`config.mk`:
```
export PLATFORM = sky130hd
export DESIGN_NAME = edge_delay_meter
export DESIGN_NICKNAME = d
export VERILOG_FILES = /design/src/rtl/edge_delay_meter.sv
export SDC_FILE = /design/constraint.sdc
export NUM_CORES = 1
export LEC_CHECK = 0
export ABC_AREA = 1
export BUFFER_PORTS_ARGS = -buffer_cell sky130_fd_sc_hd__buf_2
export CORE_MARGIN = 2
export CORE_UTILIZATION = 45
export DETAILED_ROUTE_END_ITERATION = 10
export PLACE_DENSITY_LB_ADDON = 0.1
export RECOVER_POWER = 50
export SLEW_MARGIN = 40
export SYNTH_ARGS = -nofsm -noshare
export SYNTH_HDL_FRONTEND = slang
export SYNTH_SLANG_ARGS = --single-unit
```
`constraint.sdc`:
```
create_clock -name clk -period 5.3 [get_ports clk]
set_clock_uncertainty 0.1 [all_clocks]
set_input_delay 1.06 -clock clk [delete_from_list [all_inputs] [get_ports clk]]
set_output_delay 1.06 -clock clk [all_outputs]
set_load 0.1 [all_outputs]
```
`src/rtl/edge_delay_meter.sv`:
```
// Measures rise/fall propagation delay (in clk cycles) from a stimulus edge to the
// response reaching its expected level; flags timeouts and aborted measurements.
module edge_delay_meter #(
  parameter bit          INVERT   = 1'b1,
  parameter int unsigned MAX_WAIT = 64,
  parameter int unsigned CNT_W    = 32
) (
  input  logic             clk,
  input  logic             rst_n,
  input  logic             stim,
  input  logic             resp,
  output logic [CNT_W-1:0] rise_dly,
  output logic [CNT_W-1:0] fall_dly,
  output logic             rise_vld,
  output logic             fall_vld,
  output logic             timeout,
  output logic             abort,
  output logic [CNT_W-1:0] abort_cnt
);

  typedef enum logic {S_IDLE, S_WAIT} state_t;

  state_t             state_q, state_d;
  logic [CNT_W-1:0]   cnt_q, cnt_d;
  logic               x_q, x_d;
  logic               stim_q;
  logic [CNT_W-1:0]   rise_dly_q, fall_dly_q, abort_cnt_q;
  logic               rise_vld_q, fall_vld_q, timeout_q, abort_q;

  logic               stim_edge, x_new, start;
  logic               rep_rise, rep_fall, tmo, abt;
  logic [CNT_W-1:0]   rep_val;

  assign stim_edge = stim ^ stim_q;
  assign x_new     = stim ^ INVERT;

  always_comb begin
    state_d  = state_q;
    cnt_d    = cnt_q;
    x_d      = x_q;
    rep_rise = 1'b0;
    rep_fall = 1'b0;
    rep_val  = '0;
    tmo      = 1'b0;
    abt      = 1'b0;
    start    = 1'b0;

    case (state_q)
      S_IDLE: start = stim_edge;
      S_WAIT: begin
        if (resp == x_q) begin
          rep_rise = x_q;
          rep_fall = ~x_q;
          rep_val  = cnt_q;
          state_d  = S_IDLE;
          start    = stim_edge;
        end else if (stim_edge) begin
          abt   = 1'b1;
          start = 1'b1;
        end else if (cnt_q == CNT_W'(MAX_WAIT)) begin
          tmo     = 1'b1;
          state_d = S_IDLE;
        end else begin
          cnt_d = cnt_q + 1'b1;
        end
      end
      default: state_d = S_IDLE;
    endcase

    // A new edge (from IDLE, after a completion, or restarting after an abort)
    // is handled once here; a completion and an immediate match cannot coincide
    // because the new expected level is always the opposite of the old one.
    if (start) begin
      x_d = x_new;
      if (resp == x_new) begin
        rep_rise = x_new;
        rep_fall = ~x_new;
        rep_val  = '0;
        state_d  = S_IDLE;
      end else begin
        cnt_d   = CNT_W'(1);
        state_d = S_WAIT;
      end
    end
  end

  always_ff @(posedge clk or negedge rst_n) begin
    if (!rst_n) begin
      state_q     <= S_IDLE;
      cnt_q       <= '0;
      x_q         <= 1'b0;
      stim_q      <= 1'b0;
      rise_dly_q  <= '0;
      fall_dly_q  <= '0;
      rise_vld_q  <= 1'b0;
      fall_vld_q  <= 1'b0;
      timeout_q   <= 1'b0;
      abort_q     <= 1'b0;
      abort_cnt_q <= '0;
    end else begin
      state_q    <= state_d;
      cnt_q      <= cnt_d;
      x_q        <= x_d;
      stim_q     <= stim;
      rise_vld_q <= rep_rise;
      fall_vld_q <= rep_fall;
      timeout_q  <= tmo;
      abort_q    <= abt;
      if (rep_rise) rise_dly_q <= rep_val;
      if (rep_fall) fall_dly_q <= rep_val;
      if (abt && (abort_cnt_q != '1)) abort_cnt_q <= abort_cnt_q + 1'b1;
    end
  end

  assign rise_dly  = rise_dly_q;
  assign fall_dly  = fall_dly_q;
  assign rise_vld  = rise_vld_q;
  assign fall_vld  = fall_vld_q;
  assign timeout   = timeout_q;
  assign abort     = abort_q;
  assign abort_cnt = abort_cnt_q;

endmodule

```
### Yosys cells after proc, flatten, opt, wreduce, memory -nomap -nowiden

Index checks and enable logic that the tools add are counted.
W data, S select, Z words.

* add/sub/neg operators: 2
* $mul: 0
* divide/modulo/power cells: 0
* magnitude comparators: 0
* eq/ne operators: 4
* shifts and indexed selects: 0
* muxes and demuxes: 33
* bitwise logic cells: 4
* reductions and logical operators: 1

Operator list (count)
* $mux W32: 10
* $add A32 B1 Y32 const B: 2
* $eq A32 B7 Y1 const B: 1
* $ne A32 B32 Y1 const B: 1
* $mux W1: 22
* $not A1 Y1: 3
* $eq A1 B1 Y1: 2
* $pmux W1 S2: 1
* $logic_and A1 B1 Y1: 1
* $xor A1 B1 Y1: 1

* register bits after elaboration: 135
* bits in latches: 0
* RAM bits: 0
* memory bits (read-only): 0
* input port bits: 4
* memories: 0

### Longest topological paths before layout

* word-level depth: 7
* depth in mapped cells: 14

### Worst setup path before layout

OpenSTA, ideal clock, no wires.

* path type: register -> register
* from: register abort_cnt_q[1] (netlist: abort_cnt[1])
* to: register abort_cnt_q[24] (netlist: abort_cnt[24])
* data arrival time: 2307 ps
* data required time: 5080 ps
* setup slack: 2773 ps
* stages on the path, launching flop included: 13
* buffers on the path: 2
* path through: dfrtp_1 > ha_1 > inv_1 > nor3_4 > nand2_2 > nor2_4 > nand3b_4 > nand2_2 > inv_2 > buf_6 > buf_6 > nand2_1 > nand2_1

* longest elaborated chain between the ends: 2
* elaborated cells between the ends (all ways): 3
* those cells by class: 1 x add/sub; 1 x eq/ne; 1 x reduce/logical

RTL lines
* from (decl): line 27 `logic [CNT_W-1:0] rise_dly_q, fall_dly_q, abort_cnt_q;`
* from (signal assigned): line 111 `if (abt && (abort_cnt_q != '1)) abort_cnt_q <= abort_cnt_q + 1'b1;`
* branches (longest 2 deep; another with $add A32 B1 Y32)

Parallel ways; which one is timed is not known.
A chain may end at the register's enable or synchronous reset.

==> key figures <==
Status
  – Status: finished with violations
  – Failing checks: max-capacitance violations, max-slew violations

Global routing
  – Total GRT Usage: 22.7%
  – Largest net degree at the start of global routing: slightly above 90
  – Gr ovfl total: 0
  – Global-route wire length before repair: slightly below 30,000 µm
  – Vias in the first global route: 5,729
  – Initial antenna violation count: 0

Synth
  – Synthesized cell area: ~7000 µm²
  – Sequential fraction of the synthesis area: 48.9%
  – Syn Nets: about 820
  – Mapped Avg Cell Area: between 8 and 9 µm²
  – Flops & latches, synth: 135
  – Ys flop type: dfrtp_1
  – Asr flop ratio synth: 100%
  – Yosys synthesis warning count: 0
  – Yosys cell types: 28
  – EDFF count, synth: 0
  – Synth Instances: slightly above 800

Place
  – GPL Wtd Cong: 0.906
  – Post-Place Worst Slack: 1.98 ns
  – Placed wire-length estimate: around 13,000 µm
  – Cells after DPL: approximately 1,100
  – PortBufs: 103

STA
  – Final hold viol count: 0
  – Setup repair after global routing missed its margin: false
  – Slew @ Worst Pin: 2.21 ns
  – Post-route setup TNS: 0 ns
  – Period utilization: 66.1%
  – Setup WS post-layout: 1.80 ns
  – Setup-failing EPs final: 0
  – Max_slew headroom: -47.3%
  – Min Tclk post-route: 3.50 ns
  – Max Slew Vio Count: 119
  – Fmax: 285 MHz

Setup path
  – Reg2reg start: stim_q
  – Worst path max stage delay: around 1.5 ns
  – RR Endpoint: rise_dly[6]
  – Worst Path Class, Setup: primary input to asynchronous set/reset pin
  – CP bufs+invs: 2
  – Worst Setup End Kind: asynchronous set/reset pin
  – End of the critical path: cnt_q[21]
  – Crit. path cell count: 2
  – CP top delay family: buffers and inverters
  – Critical path startpoint: rst_n
  – R2R Setup Slk: 2.34 ns
  – Top cell by count, worst path: clkbuf_2
  – CP Data Required Time: 5.56 ns
  – CP arrival: 3.76 ns
  – R2R depth: 8
  – Crit Path Max Fanout: 90
  – Crit start category: primary input
  – Crit-path cells: clkbuf_2, clkbuf_2
  – Slowest cell on crit path: clkbuf_2

Die
  – Die area: 16,400 µm²
  – Std cell rows: 45
  – Die height: 128 µm
  – Die W: 128 µm
  – Ports: 104
  – Core Region: 15,100 µm²
  – Starting Density: 45.8%

Finish
  – Layout cells sized above 1: 19.1%
  – FILL cells: 1,473
  – Ant diodes: 0
  – Layout net count: 919
  – Finished Layout Cells: 1,111
  – P&R area growth vs syn: 17.0%

Clock tree
  – CTS buffer count: 17
  – Post-CTS Setup Repair Bufs: 0
  – Clock latency on the worst-skew pair: around 0.42 ns
  – TritonCTS clock tree: built
  – Clock sink count: 135
  – Clock transition at the registers of the reported paths: 0.06 ns
  – Post-cts resize count: 0
  – Bufs on Longest Clock Path: 2
  – Cts hold-fix bufs: 0
  – H-tree levels: 4
  – Root Buffer: clkbuf_16

Route
  – Antenna-violating nets left: 0
  – Via count: 5,785
  – DR vias/cell: 5.21
  – # DRC: 0
  – WL per Instance: 15.8 µm
  – Number of DRC markers in iteration 0: between 300 and 400
  – Drt total wl: 17,600 µm
  – Initial DRT Pass Iterations: 5

Flow run
  – MaxCap Viol Count: 2

Pwr
  – PwrDens: 379 nW/µm²
  – LEAKAGE: 0.00405 µW
  – Peak VDD IR: 253 µV
  – Final Power: a little over 3000 µW

Hold path
  – Worst hold path type: flip-flop to flip-flop
[per-layer routing]
| metal | up-vias | global-route usage [%] | share of wire (%) | routed length [µm] |
|---|---|---|---|---|
| met5 | - | 0 | 0 | 0 |
| met4 | 0 | 7.82 | 2.0 | 360 |
| met3 | 27 | 5.30 | 4.7 | 833 |
| met2 | 159 | 35.6 | 46 | 8110 |
| met1 | 2775 | 31.2 | 47 | 8270 |
| li1 | 2824 | - | - | - |
[logic make-up (layout without fill, tap and decap cells)]
logic type | Yosys count | after routing | synth area share (%)
XOR/XNOR | 31 | 31 | 3.93
adder cells (fa/ha/maj) | 5 | 5 | 0.905
AO/OA/AOI/OAI | 48 | 48 | 3.49
AND/OR/NAND/NOR | 409 | 409 | 25.7
multiplexers | 64 | 64 | 10.4
flip-flops | 135 | 135 | 48.9
buffers and inverters | 115 | 231 | 6.69
[power by group]
| part | switching [µW] | total (µW) | internal (µW) |
|---|---|---|---|
| registers | 74.1 | 1170 | 1100 |
| clock network | 452 | 1140 | 687 |
| logic | 641 | 755 | 114 |
[stage by stage]
step	hold WS [ns]	cell area (µm²)	util (%)
floorplan	0.419	6920	-
global placement	0.384	7580	50.3
detailed placement	0.391	7590	50.3
CTS	0.404	8160	54.1
global route	0.414	8090	53.6
finish	0.405	8090	53.6
[cell usage in the layout (no fill, tap or decap), drive strengths merged, types with 2 or more instances in the layout]
cell type	count
nand2	191
dfrtp	135
nor2	100
inv	94
clkbuf	66
mux2	64
buf	64
nor3	63
o21ai	33
nand3	28
xor2	26
nand4	18
a21oi	14
xnor2	5
ha	5
nand3b	5
clkinv	5
nor3b	2
nor4	2
[worst min path at each step]
stage	slack, ns	cells past startpoint	endpoint	startpoint
2_1_floorplan	0.42	2	x_q	x_q
3_3_place_gp	0.38	1	rise_dly[23]	rise_dly[23]
3_5_place_dp	0.39	1	rise_dly[18]	rise_dly[18]
4_1_cts	0.40	1	rise_dly[10]	rise_dly[10]
5_1_grt	0.41	1	rise_dly[10]	rise_dly[10]
6_report	0.40	1	fall_dly[14]	fall_dly[14]
[cell usage after synthesis, types with 6 or more instances]
master / number / area (µm²)
a21oi_1: 14 / 70.1
buf_2: 13 / 65.1
clkbuf_1: 6 / 22.5
dfrtp_1: 135 / 3380
inv_1: 85 / 319
inv_2: 7 / 26.3
mux2_2: 64 / 721
nand2_1: 188 / 706
nand3_1: 28 / 140
nand4_1: 18 / 113
nor2_1: 96 / 360
nor3_1: 62 / 310
o21ai_0: 33 / 165
xor2_1: 26 / 228
[flip-flops by register name, indices dropped and copies added, names as in the netlist]
signal and count:
timeout 1, fall_vld 1, abort 1, stim_q 1
state_q 1, abort_cnt 32, x_q 1, rise_dly 32
fall_dly 32, cnt_q 32, rise_vld 1
[final cells by class]
class | count | area [µm²] | share of cell area [%]
inverter | 92 | 345 | 4.27
sequential | 135 | 3380 | 41.7
clock buffer | 23 | 478 | 5.91
clock inverter | 9 | 91.3 | 1.13
multi-input combinational | 557 | 3080 | 38.0
timing repair buffer | 107 | 489 | 6.04
tap | 188 | 235 | 2.91
Power figures use the tool's default switching activity.
